[config.mk]
export PLATFORM = sky130hd
export DESIGN_NAME = mem_port_arbiter
export DESIGN_NICKNAME = d
export VERILOG_FILES = /design/src/rtl/mem_port_arbiter.sv
export SDC_FILE = /design/constraint.sdc
export NUM_CORES = 1
export LEC_CHECK = 0
export ABC_AREA = 1
export BUFFER_PORTS_ARGS = -buffer_cell sky130_fd_sc_hd__buf_2
export CORE_MARGIN = 3
export CORE_UTILIZATION = 30
export CTS_BUF_LIST = sky130_fd_sc_hd__clkbuf_4 sky130_fd_sc_hd__clkbuf_8 sky130_fd_sc_hd__clkbuf_16
export DETAILED_ROUTE_END_ITERATION = 8
export GPL_TIMING_DRIVEN = 1
export PLACE_DENSITY = 0.52
export SLEW_MARGIN = 20
export SYNTH_ARGS = -nofsm -noshare
export SYNTH_HDL_FRONTEND = slang
export SYNTH_SLANG_ARGS = --single-unit
export TNS_END_PERCENT = 10
[constraint.sdc]
create_clock -name clk -period 7.9 [get_ports clk]
set_input_delay 0.79 -clock clk [delete_from_list [all_inputs] [get_ports clk]]
set_output_delay 0.79 -clock clk [all_outputs]
set_load 0.01 [all_outputs]
[src/rtl/mem_port_arbiter.sv]
// Single-port memory arbiter between fetch (IF) and load/store (LS) with a fetch starvation guard.
// Optional macro MEM_ARB_PERF_EN adds saturating performance counters.
module mem_port_arbiter #(
  parameter int unsigned ADDR_W   = 32,
  parameter int unsigned DATA_W   = 32,
  parameter int unsigned MAX_WAIT = 4
) (
  input  logic              clk,
  input  logic              rst,
  input  logic              if_req,
  input  logic [ADDR_W-1:0] if_addr,
  output logic              if_ack,
  output logic [DATA_W-1:0] if_rdata,
  input  logic              ls_req,
  input  logic              ls_we,
  input  logic [ADDR_W-1:0] ls_addr,
  input  logic [DATA_W-1:0] ls_wdata,
  output logic              ls_ack,
  output logic [DATA_W-1:0] ls_rdata,
  output logic              mem_req,
  output logic              mem_we,
  output logic [ADDR_W-1:0] mem_addr,
  output logic [DATA_W-1:0] mem_wdata,
  input  logic              mem_ready,
  input  logic [DATA_W-1:0] mem_rdata,
  output logic              stall_if,
  output logic              stall_ls,
  output logic              busy
`ifdef MEM_ARB_PERF_EN
  ,
  output logic [31:0]       perf_if_cnt,
  output logic [31:0]       perf_ls_cnt,
  output logic [31:0]       perf_conflict_cnt
`endif
);

  typedef enum logic [2:0] {IDLE, BUSY_IF, BUSY_LS, DONE_IF, DONE_LS} state_t;

  localparam logic [7:0] MAX_WAIT_C = 8'(MAX_WAIT);

  state_t     state;
  logic [7:0] starve_cnt;
  logic       ls_win;

  assign ls_win   = ls_req && (!if_req || (starve_cnt < MAX_WAIT_C));
  assign stall_if = if_req & ~if_ack;
  assign stall_ls = ls_req & ~ls_ack;
  assign busy     = (state != IDLE);

  always_ff @(posedge clk or posedge rst) begin
    if (rst) begin
      state      <= IDLE;
      starve_cnt <= '0;
      if_ack     <= 1'b0;
      ls_ack     <= 1'b0;
      if_rdata   <= '0;
      ls_rdata   <= '0;
      mem_req    <= 1'b0;
      mem_we     <= 1'b0;
      mem_addr   <= '0;
      mem_wdata  <= '0;
    end else begin
      if_ack <= 1'b0;
      ls_ack <= 1'b0;
      case (state)
        IDLE: begin
          // LS grants only count against fetch while fetch is actually waiting
          if (!if_req)
            starve_cnt <= '0;
          else if (ls_win)
            starve_cnt <= starve_cnt + 8'd1;
          else
            starve_cnt <= '0;
          if (ls_win) begin
            mem_req   <= 1'b1;
            mem_we    <= ls_we;
            mem_addr  <= ls_addr;
            mem_wdata <= ls_wdata;
            state     <= BUSY_LS;
          end else if (if_req) begin
            mem_req   <= 1'b1;
            mem_we    <= 1'b0;
            mem_addr  <= if_addr;
            mem_wdata <= '0;
            state     <= BUSY_IF;
          end
        end
        BUSY_IF: begin
          if (mem_ready) begin
            if_rdata <= mem_rdata;
            mem_req  <= 1'b0;
            mem_we   <= 1'b0;
            if_ack   <= 1'b1;
            state    <= DONE_IF;
          end
        end
        BUSY_LS: begin
          if (mem_ready) begin
            if (!mem_we)
              ls_rdata <= mem_rdata;
            mem_req <= 1'b0;
            mem_we  <= 1'b0;
            ls_ack  <= 1'b1;
            state   <= DONE_LS;
          end
        end
        DONE_IF, DONE_LS: state <= IDLE;
        default:          state <= IDLE;
      endcase
    end
  end

`ifdef MEM_ARB_PERF_EN
  always_ff @(posedge clk or posedge rst) begin
    if (rst) begin
      perf_if_cnt       <= '0;
      perf_ls_cnt       <= '0;
      perf_conflict_cnt <= '0;
    end else begin
      if (state == DONE_IF && perf_if_cnt != '1)
        perf_if_cnt <= perf_if_cnt + 32'd1;
      if (state == DONE_LS && perf_ls_cnt != '1)
        perf_ls_cnt <= perf_ls_cnt + 32'd1;
      if (state == IDLE && if_req && ls_req && perf_conflict_cnt != '1)
        perf_conflict_cnt <= perf_conflict_cnt + 32'd1;
    end
  end
`endif

endmodule

# Yosys cells after proc, flatten, opt, wreduce, memory -nomap -nowiden
# Index checks and enable logic that the tools add are counted.
dict set report totals {
  regBits 143
  latch_bits 0
  ramBits 0
  romBits 0
  in_bits 134
  out_inout_bits 135
  wordCells 57
  mem_count 0
}
dict set report op_classes {
  add_sub_neg 1
  n_mul 0
  n_div 0
  order_cmp 1
  eq_ne 6
  n_shift 0
  muxes 21
  n_bitwise 5
  n_reduce_logical 13
}
# op n
set ops {}
lappend ops {{32-bit two-way mux} 4}
lappend ops {{8-bit two-way mux} 2}
lappend ops {{3-bit two-way mux} 4}
lappend ops {{3-bit one-hot mux with 3 select lines} 1}
lappend ops {{3-bit AND reduction} 3}
lappend ops {{8-bit by 1-bit adder with 8-bit output, second input constant} 1}
lappend ops {{8-bit by 3-bit less-than comparator with 1-bit output, second input constant} 1}
lappend ops {{1-bit two-way mux} 8}
lappend ops {{2-bit != test, second input constant} 2}
lappend ops {{1-bit one-hot mux with 2 select lines} 2}
lappend ops {{2-bit AND reduction} 2}
lappend ops {{2-bit nonzero test} 2}
lappend ops {{3-bit by 1-bit equality test with 1-bit output, second input constant} 1}
lappend ops {{3-bit by 2-bit equality test with 1-bit output, second input constant} 1}
lappend ops {{3-bit zero test} 1}
lappend ops {{3-bit != test, second input constant} 1}
lappend ops {{1-bit inverter} 3}
lappend ops {{3-bit nonzero test} 1}
lappend ops {{1-bit bitwise AND} 2}
lappend ops {{2-bit by 1-bit != test with 1-bit output, second input constant} 1}
lappend ops {{2-bit OR reduction} 1}
lappend ops {{1-bit logical AND} 1}
lappend ops {{1-bit zero test} 1}
lappend ops {{1-bit logical OR} 1}

# Logic depth before layout (Yosys ltp)
# Gate-level depths: netlist of run 1.
dict set report depth {
  word_depth 5
  ltp_mapped 9
  depth_no_buf 7
}

# Worst setup path before layout of run 1
# OpenSTA, ideal clock, no wires.
dict set report synth_timing {
  kind {input to output}
  startpoint {in ls_req}
  endpoint {out stall_ls}
  arrival_time_ps 1472
  required_ps 7110
  setup_slack_ps 5638
  cell_stages 4
  n_path_buf 2
  path_cell_list {buf_2 clkbuf_1 inv_1 nor2_1}
}
dict set report synth_between {
  elab_chain_len 1
}
# item line
set synth_lines {}
lappend synth_lines {{start, declared} 14} ;# input logic ls_req,
lappend synth_lines {{1-bit bitwise AND} 47} ;# assign stall_ls = ls_req & ~ls_ack;
lappend synth_lines {{end, declared} 27} ;# output logic stall_ls,
# No other way between the ends.

# Final worst setup path of run 1
dict set report layout_timing {
  startpoint {reg starve_cnt[2]}
  endpoint {reg mem_addr[30]}
}
dict set report layout_between {
  elab_chain_len 5
  word_cells_on_any_way 6
  cone_classes {order compare (1); mux (1); reduce/logical (4)}
}
# item line
set layout_lines {}
lappend layout_lines {{start, declared} 42} ;# logic [7:0] starve_cnt;
lappend layout_lines {{start signal, assigned} 71} ;# starve_cnt <= starve_cnt + 8'd1;
lappend layout_lines {{8-bit by 3-bit less-than comparator with 1-bit output *} 45} ;# assign ls_win = ls_req && (!if_req || (starve_cnt < MAX_WAIT_C));
lappend layout_lines {{1-bit logical OR *} 45}
lappend layout_lines {{1-bit logical AND *} 45}
lappend layout_lines {{2-bit nonzero test (no source line)} --}
lappend layout_lines {{2-bit AND reduction (no source line)} --}
lappend layout_lines {{end signal, assigned} 77} ;# mem_addr <= ls_addr;
lappend layout_lines {{end signal, assigned} 83} ;# mem_addr <= if_addr;
lappend layout_lines {{end, declared} 22} ;# output logic [ADDR_W-1:0] mem_addr,
# Every way passes the cells marked *; elsewhere a longest branch is shown, timed or not.
# A chain may end at the register's enable or synchronous reset.

==> flow_summary_export.csv, run 1 <==
group,metric,value,unit
grt,grt_util_met3,0.0575,
cts,clock_latency,0.41,ns
worst_setup_path,slowest_stage,"nand2_2",
yosys,ys_ff_latch,143,
yosys,yosys_warnings,0,
timing,period_share,0.316,
pwr,power_frac_seq,0.385,
yosys,synth_top_area_cell,"dfrtp_1",
worst_setup_path,worstPathRequired,8.24,ns
finish,insertedDiodeCount,0,
yosys,synth_top_area_frac,0.571,
grt,antenna_found_initial,1,
place,placed_area,7660,sq um
cts,cts_buffers,17,
die,core-area,20400,sq um
status,outcome,"complete, no violations",
yosys,syn-num-nets,869,
grt,grt_usage,0.152,
die,die_x,151,um
yosys,synth_edf_count,0,
pwr,power_leakage,4.76,nW
finish,final_nets,1121,
die,die_h,151,um
die,start_util,0.308,
yosys,async_flop_share,1.00,
cts,max-clock-path-buffers,2,
hold_path,hold_class,"flip-flop to flip-flop",
yosys,synth.most_common_cell,"nand2_1",
die,dieArea,22700,sq um
worst_setup_path,start_kind,"flip-flop",
die,io_pins,269,
pwr,ir_drop,0.155,mV
timing,maxSlewViolCount,0,
worst_setup_path,cp_max_fo,34,
yosys,synth_area,6270,sq um
yosys,synth_top_flop_cell,"dfrtp_1",
place,dp_hpwl,12.1,mm
worst_setup_path,crit_type,"flip-flop to flip-flop",
worst_setup_path,crit_path_cell_trace,"nor2_1 -> nand3_2 -> nand2_2 -> nand2_2 -> buf_4 -> nand2_1 -> nand3_1 -> nand2_1",
grt,grt_pass1_wl,27.4,mm
drt,num_vias,5498,
cts,cts_resized,0,
cts,post_cts_buffers,0,
finish,areaGrowthSynthToFinish,31.4,%
place,gp_congestion,0.734,
drt,route.detailed.drc,0,
timing,tns,0,ns
worst_setup_path,end_kind,"flip-flop",
finish,final_area,8240,sq um
drt,drt_iter0_drc,226,
yosys,syn_inst,734,
grt,grt_pass1_vias,5315,
die,fp-row-count,52,
pwr,p_clk_frac,0.246,
timing,hold_viol,0,
yosys,synth_seq_area_share,0.571,
cts,h-tree-depth,4,
grt,met2_usage,0.234,
finish,regArea,3580,sq um
timing,rsz0062_at_grt,"no",
grt,gr-total-overflow,0,
drt,drt_pass1_iterations,4,
timing,clock_skew,0.0128,ns
yosys,synth_commonest_cells,"nand2_1 (234), dfrtp_1 (143), inv_1 (114)",
cts,clock-sinks,143,
drt,postRouteWirelength,17.4,mm
pwr,power.share.combinational,0.369,
finish,fill_cells,2136,
worst_setup_path,crit_arrival,2.84,ns
pwr,p_sw_frac,0.385,
worst_setup_path,max_stage_delay,0.56,ns
cts,clockRootBuffer,"clkbuf_16",
cts,clk_pin_slew_worst_paths,0.06,ns
timing,setup-violations-final,0,
pwr,intPower,0.00196,W
timing,min_period,2.50,ns
cts,cts_hold_buf,0,
timing,timing.fmax,400,MHz
drt,detail-route-antenna-nets,0,
grt,grt_max_degree,76,
yosys,ys_types,22,
pwr,powerDensity,388,nW/um^2
pwr,net-switching-power,0.00123,W
cts,tritoncts,"yes",
run,drv_cap,0,
yosys,avgSynthCellArea,8.54,sq um
drt,vias_per_cell,4.33,
place,port_buffers,268,
grt,grt-busiest-layer,"met2",
yosys,synth_area_leaders,"dfrtp_1 (57%), nand2_1 (14%), inv_1 (6.8%)",
drt,wire_per_inst,13.7,um
timing,worst_pin_slew,0.911,ns
finish,multi_input_area,1920,sq um
grt,met1_usage,0.203,
timing,relSlewSlack,0.393,
finish,layout-drive-gt1-share,0.321,
[placed cells by master, fill, tap and decap left out]
cell type   instances
nand2_1           233
nand2_4             2
clkbuf_16          17
nor2_2              2
clkinvlp_4          1
clkinv_4            3
buf_2             268
inv_8               2
o21ai_1            85
inv_6               7
xnor2_1             1
o21ai_0            15
a21oi_1             3
inv_2               2
ha_1                1
nor2_1             13
nand3_1            69
dfrtp_1           143
nand4_1             2
inv_1             113
nor2_4              2
clkinv_2            1
bufinv_16           1
nor3_2              1
clkbuf_4            1
nand2_2             4
buf_4               6
nand3_2             1
[registers in the layout (all words and copies together) (netlist names)]
name / flops
ls_ack: 1
mem_wdata: 32
mem_we: 1
state: 3
if_rdata: 32
mem_req: 1
mem_addr: 32
starve_cnt: 8
ls_rdata: 32
if_ack: 1
[power groups by stage]
stage	sequential, W	combinational [W]	clock (W)
after floorplan	0.00139	0.000607	0
after global placement	0.00124	0.00120	0
after detailed placement	0.00124	0.00121	0
after global routing	0.00127	0.00135	0.000846
after CTS	0.00123	0.00121	0.000813
final	0.00123	0.00118	0.000787
[cell type report]
type                    instances  area share
clock inverters                14      0.0175
inverters                     116      0.0534
repair buffers                274       0.168
flip-flops and latches        143       0.434
well taps                     270      0.0410
multi-input cells             434       0.233
clock buffers                  18      0.0525
[layer usage]
layer / part of all wire / up-vias
met5: 0.00069 / -
li1: - / 2776
met3: 0.11 / 11
met4: 0.0083 / 2
met2: 0.44 / 229
met1: 0.45 / 2480
[metrics by stage]
stage | total power, W | setup slack [ns] | utilization | hold WS [ns] | std cells
after floorplan | 0.00199 | 3.27 | - | 0.457 | 734
after global placement | 0.00244 | 5.02 | 0.376 | 0.455 | 1237
after detailed placement | 0.00245 | 4.96 | 0.376 | 0.460 | 1237
after CTS | 0.00326 | 5.33 | 0.405 | 0.477 | 1269
after global routing | 0.00347 | 5.09 | 0.405 | 0.493 | 1269
final | 0.00320 | 5.40 | 0.405 | 0.471 | 1269
[cell families after synthesis]
group / synth area share
AO/OA/AOI/OAI: 0.0822
XOR/XNOR: 0.00140
adder cells (fa/ha/maj): 0.00199
buffers and inverters: 0.124
flip-flops: 0.571
AND/OR/NAND/NOR: 0.220
[worst paths after layout]
| path | depth (start not counted) | startpoint | to | slack, ns |
|---|---|---|---|---|
| max in group asynchronous | 3 | rst | mem_addr[25] | 6.01 |
| min reg2reg | 2 | mem_addr[0] | mem_addr[0] | 0.47 |
| max | 8 | starve_cnt[2] | mem_addr[30] | 5.40 |
| min | 2 | mem_addr[0] | mem_addr[0] | 0.47 |
| max reg2reg | 8 | starve_cnt[2] | mem_addr[30] | 5.40 |
| min in group asynchronous | 2 | rst | ls_rdata[27] | 0.48 |
[worst max-delay path: cells and delay by family, from the launching register on]
kind	cells	cell delay, ns
buffers and inverters	1	0.43
flip-flops	1	0.40
AND/OR/NAND/NOR	7	1.58
No activity file was read; power rests on OpenSTA's default activity.
==> inputs of run 2 (changes only) <==
==> constraint.sdc (replaced) <==
create_clock -name clk -period 2.5 [get_ports clk]
set_input_delay 0.25 -clock clk [delete_from_list [all_inputs] [get_ports clk]]
set_output_delay 0.25 -clock clk [all_outputs]
set_load 0.01 [all_outputs]
==> run 2 against run 1 <==
Net effect:
- clock power increased to 3.2 times the previous value
- sequential power increased to 3.2 times the previous value
- utilization increased by 0.43 points
- die area unchanged
- register-to-register slack got worse by 4.7 ns
- final cell count increased by 0.32%
- worst hold slack got worse by 0.40 ns
- largest power group unchanged
==> flow_summary_export.csv, run 2 (synthesis gave the netlist of run 1 again) <==
group,metric,value,unit
timing,worst_pin_slew,0.722,ns
timing,min_period,1.78,ns
pwr,ir_drop,0.474,mV
die,fp-row-count,52,
die,dieArea,22700,sq um
hold_path,worstHoldEndpoint,"mem_wdata[19]",
drt,detail-route-antenna-nets,0,
pwr,power_leakage,4.78,nW
cts,h-tree-depth,4,
cts,tritoncts,"yes",
cts,clock_latency,0.42,ns
timing,maxSlewViolCount,0,
worst_setup_path,worstPathRequired,2.84,ns
place,port_buffers,268,
timing,clock_skew,0.0130,ns
worst_setup_path,cp_max_fo,65,
drt,drt_iter0_drc,199,
timing,period_share,0.713,
worst_setup_path,worstReg2RegEnd,"mem_wdata[12]",
worst_setup_path,crit_top_cell,"nor2_4",
worst_setup_path,max_stage_delay,0.55,ns
place,gp_congestion,0.716,
finish,layout_commonest_cell,"buf_2",
timing,timing.fmax,561,MHz
worst_setup_path,crit_type,"flip-flop to flip-flop",
drt,route.detailed.drc,0,
hold_path,hold_class,"primary input to flip-flop",
finish,fin_cells,1273,
grt,grt_pass1_wl,27.9,mm
grt,grt_max_degree,81,
hold_path,min_from,"ls_wdata[19]",
worst_setup_path,crit_arrival,2.12,ns
pwr,powerDensity,1230,nW/um^2
cts,cts_buffers,17,
drt,postRouteWirelength,17.9,mm
cts,max-clock-path-buffers,2,
finish,fill_cells,2122,
grt,gr-total-overflow,0,
drt,vias_per_cell,4.29,
timing,hold_viol,0,
finish,layout-drive-gt1-share,0.323,
worst_setup_path,crit_path_cell_trace,"nor2_4 -> nand2_4 -> nor2_4 -> buf_4 -> nand2_1 -> o21ai_1",
timing,relSlewSlack,0.519,
finish,mostFrequentLayoutCells,"buf_2 (268), nand2_1 (233), dfrtp_1 (143)",
worst_setup_path,crit-reg2reg-launch,"state[2]",
hold_path,holdPathStages,3,
place,dp_hpwl,12.3,mm
worst_setup_path,slowest_stage,"buf_4",
grt,antenna_found_initial,0,
run,drv_cap,0,
cts,clockRootBuffer,"clkbuf_16",
worst_setup_path,reg2reg_depth,6,
drt,drt_pass1_iterations,4,
finish,final_nets,1125,
cts,cts_resized,0,
grt,grt_pass1_vias,5316,
grt,grt_usage,0.156,
cts,clock-sinks,143,
timing,setup-violations-final,0,
drt,wire_per_inst,14.1,um
cts,clk_pin_slew_worst_paths,0.07,ns
die,io_pins,269,
worst_setup_path,start_kind,"flip-flop",
finish,insertedDiodeCount,0,
worst_setup_path,rrSetupSlack,0.72,ns
place,dpl.cell_count,1240,
die,die_h,151,um
finish,areaGrowthSynthToFinish,32.8,%
die,die_x,151,um
status,outcome,"complete, no violations",
timing,tns,0,ns
timing,rsz0062_at_grt,"no",
worst_setup_path,end_kind,"flip-flop",
die,core-area,20400,sq um
drt,num_vias,5460,
die,start_util,0.308,
==> run 2: cell types whose count changed in the layout (fill, tap and decap cells not counted), sizes merged <==
cell         previous run  this run
clkinvlp                1         5
buf                   274       277
clkinv                  4         1
dlygate4sd3             0         1
inv                   124       123
==> run 2: metal layers <==
metal  wire length, um  vias up  global-route usage  share of wire
met2              7870      210               0.241           0.44
met4               191        0              0.0426          0.011
met5                 0        -                   0              0
met1              8030     2456               0.207           0.45
met3              1860       14              0.0578           0.10
li1                  -     2780                   -              -
==> run 2: worst max path at each step <==
stage                         from       endpoint  slack [ns]  cells after the start
final                     state[2]  mem_wdata[12]        0.72                      6
after global routing      state[2]         mem_we        0.50                      6
after CTS                 state[2]         mem_we        0.64                      6
after detailed placement  state[2]       state[1]        0.64                      6
after global placement    state[2]         mem_we        0.69                      6
after floorplan                rst         if_ack        0.46                      1
==> run 2: what timing repair did <==
action,4_1_cts,5_1_grt
buffers inserted,0,0
hold endpoints to repair,70,0
hold buffers,1,0
==> run 2: where the power goes <==
part / switching, W / internal, W / total [W]
clock: 0.00109 / 0.00143 / 0.00252
sequential: 0.000547 / 0.00335 / 0.00390
combinational: 0.00232 / 0.00148 / 0.00379
total: 0.00395 / 0.00626 / 0.0102
==> run 2: worst max-delay path: cells and delay by family, from the launching register on <==
family	cells	cell delay (ns)
AND/OR/NAND/NOR	4	0.49
buffers and inverters	1	0.55
AO/OA/AOI/OAI	1	0.17
flip-flops	1	0.44
==> run 2: cell type report <==
cell class | count | area, sq um | area share
Tap cell | 270 | 338 | 0.0406
Timing Repair Buffer | 278 | 1470 | 0.176
Sequential cell | 143 | 3580 | 0.430
Inverter | 116 | 439 | 0.0527
Multi-Input combinational cell | 434 | 1920 | 0.231
Clock buffer | 18 | 439 | 0.0527
Clock inverter | 14 | 144 | 0.0173
==> run 2: through the flow <==
step           setup slack (ns)  area [sq um]  total power [W]   util  hold WS (ns)
6_report                  0.718          8330           0.0102  0.409        0.0756
5_1_grt                   0.499          8330           0.0111  0.409        0.0656
3_5_place_dp              0.640          7730          0.00782  0.380         0.410
3_3_place_gp              0.695          7730          0.00777  0.380         0.410
2_1_floorplan             0.459          6270          0.00630      -         0.391
4_1_cts                   0.643          8330           0.0104  0.409        0.0527
==> inputs of run 3 (changes only) <==
--- a/config.mk
+++ b/config.mk
@@ -12,7 +12,7 @@
 export CTS_BUF_LIST = sky130_fd_sc_hd__clkbuf_4 sky130_fd_sc_hd__clkbuf_8 sky130_fd_sc_hd__clkbuf_16
 export DETAILED_ROUTE_END_ITERATION = 8
 export GPL_TIMING_DRIVEN = 1
-export PLACE_DENSITY = 0.52
+export PLACE_DENSITY = 0.54
 export SLEW_MARGIN = 20
 export SYNTH_ARGS = -nofsm -noshare
 export SYNTH_HDL_FRONTEND = slang
==> constraint.sdc (replaced) <==
create_clock -name clk -period 1.6 [get_ports clk]
set_input_delay 0.16 -clock clk [delete_from_list [all_inputs] [get_ports clk]]
set_output_delay 0.16 -clock clk [all_outputs]
set_load 0.01 [all_outputs]
==> run 3 against run 2 <==
Net effect:
- power grew 61%
- global-route usage grew 0.76 points
- worst hold slack lost 0.058 ns
- clock skew shrank 0.00073 ns
- largest cell class unchanged
- highest routed layer is now met5
==> flow_summary_export.csv, run 3 (synthesis gave the netlist of run 1 again) <==
group,metric,value,unit
die,io_pins,269,
cts,clock_latency,0.42,ns
hold_path,holdPathStages,3,
place,port_buffers,268,
timing,maxSlewViolCount,0,
pwr,powerDensity,1830,nW/um^2
die,fp-row-count,52,
finish,mostFrequentLayoutCells,"buf_2 (268), nand2_1 (233), dfrtp_1 (143)",
worst_setup_path,worstReg2RegEnd,"mem_addr[28]",
finish,layout_commonest_cell,"buf_2",
hold_path,min_from,"mem_rdata[31]",
timing,worst_pin_slew,0.491,ns
grt,gr-total-overflow,0,
timing,clock_skew,0.0122,ns
drt,num_vias,5770,
hold_path,hold_class,"primary input to flip-flop",
worst_setup_path,crit_type,"flip-flop to flip-flop",
finish,final_nets,1185,
place,dpl.cell_count,1244,
grt,grt_max_degree,87,
timing,rsz0062_at_grt,"no",
worst_setup_path,crit_arrival,1.82,ns
cts,h-tree-depth,4,
cts,cts_buffers,17,
grt,antenna_found_initial,2,
finish,fin_cells,1332,
timing,period_share,0.920,
drt,route.detailed.drc,0,
pwr,power_leakage,5.07,nW
timing,relSlewSlack,0.672,
cts,clk_pin_slew_worst_paths,0.06,ns
worst_setup_path,end_kind,"flip-flop",
drt,wire_per_inst,14.1,um
timing,timing.fmax,679,MHz
finish,fill_cells,2013,
grt,grt_usage,0.164,
drt,drt_iter0_drc,185,
timing,timing.hold.ws,0.0179,ns
worst_setup_path,reg2reg_depth,7,
die,dieArea,22700,sq um
timing,setup-violations-final,0,
timing,worst_slack,0.127,ns
drt,vias_per_cell,4.33,
worst_setup_path,worstPathRequired,1.95,ns
cts,clockRootBuffer,"clkbuf_16",
timing,min_period,1.47,ns
worst_setup_path,start_kind,"flip-flop",
drt,postRouteWirelength,18.7,mm
grt,grt_pass1_vias,5681,
pwr,power,0.0164,W
cts,post_cts_buffers,0,
timing,hold_viol,0,
die,die_h,151,um
place,post-place-ws,0.110,ns
worst_setup_path,crit_start,"state[2]",
worst_setup_path,cp_max_fo,43,
cts,max-clock-path-buffers,2,
place,gp_congestion,0.758,
die,core-area,20400,sq um
cts,clock-sinks,143,
worst_setup_path,rrSetupSlack,0.13,ns
drt,drt_pass1_iterations,4,
status,outcome,"complete, no violations",
die,start_util,0.308,
grt,grt_pass1_wl,29.1,mm
cts,tritoncts,"yes",
run,drv_cap,0,
finish,areaGrowthSynthToFinish,43.6,%
hold_path,worstHoldEndpoint,"if_rdata[31]",
place,dp_hpwl,12.8,mm
pwr,ir_drop,0.789,mV
finish,layout-drive-gt1-share,0.308,
die,die_x,151,um
worst_setup_path,crit-reg2reg-launch,"state[2]",
finish,insertedDiodeCount,0,
drt,detail-route-antenna-nets,0,
[run 3: cell count changes in the layout (fill, tap and decap cells not counted), sizes merged]
cell,before,now
clkinvlp,5,4
clkbuf,18,17
dlygate4sd3,1,57
buf,277,281
bufinv,1,3
inv,123,121
clkinv,1,2
[run 3: through the flow]
stage / TNS (ns) / cell area [sq um] / utilization
after floorplan: -50.20 / 6270 / -
after global placement: 0 / 7830 / 0.384
after detailed placement: 0 / 7830 / 0.384
after CTS: 0 / 9000 / 0.442
after global routing: 0 / 9010 / 0.442
final: 0 / 9010 / 0.442
[run 3: final cells by class]
class / count / area, sq um / share of cell area
Timing Repair Buffer: 338 / 2130 / 0.236
Tap cell: 270 / 338 / 0.0375
Multi-Input combinational cell: 434 / 1920 / 0.213
Sequential cell: 143 / 3580 / 0.397
Inverter: 116 / 439 / 0.0488
Clock buffer: 17 / 425 / 0.0472
Clock inverter: 14 / 179 / 0.0199
[run 3: critical path, stage by stage, from the launching register on]
cell     delay [ns]
dfrtp_1        0.43
nor2_4         0.16
nand2_4        0.09
nor2_4         0.13
buf_12         0.23
buf_12         0.20
nand3_1        0.09
nand2_1        0.06
[run 3: timing repair]
action	CTS	global route
hold buffers	57	0
endpoints found under the setup margin	0	1
endpoints found under the hold margin	217	0
resized for setup	0	1
[run 3: where the power goes]
group | leakage, nW | switching (W) | internal [W]
clock | 0.288 | 0.00163 | 0.00247
combinational | 2.97 | 0.00368 | 0.00256
sequential | 1.81 | 0.000851 | 0.00523
total | 5.07 | 0.00617 | 0.0103
[run 3: layer usage]
layer	up-vias	wire length (um)	GRT usage
met5	-	27	0
met4	4	190	0.0422
met3	19	1930	0.0584
met2	242	8500	0.265
met1	2610	8070	0.209
li1	2895	-	-
[run 3: worst max path at each step]
stage                   end  cells past startpoint
6_report       mem_addr[28]                      7
3_3_place_gp   mem_addr[17]                      7
5_1_grt        mem_addr[28]                      7
3_5_place_dp   mem_addr[28]                      8
2_1_floorplan        if_ack                      1
4_1_cts        mem_addr[28]                      8
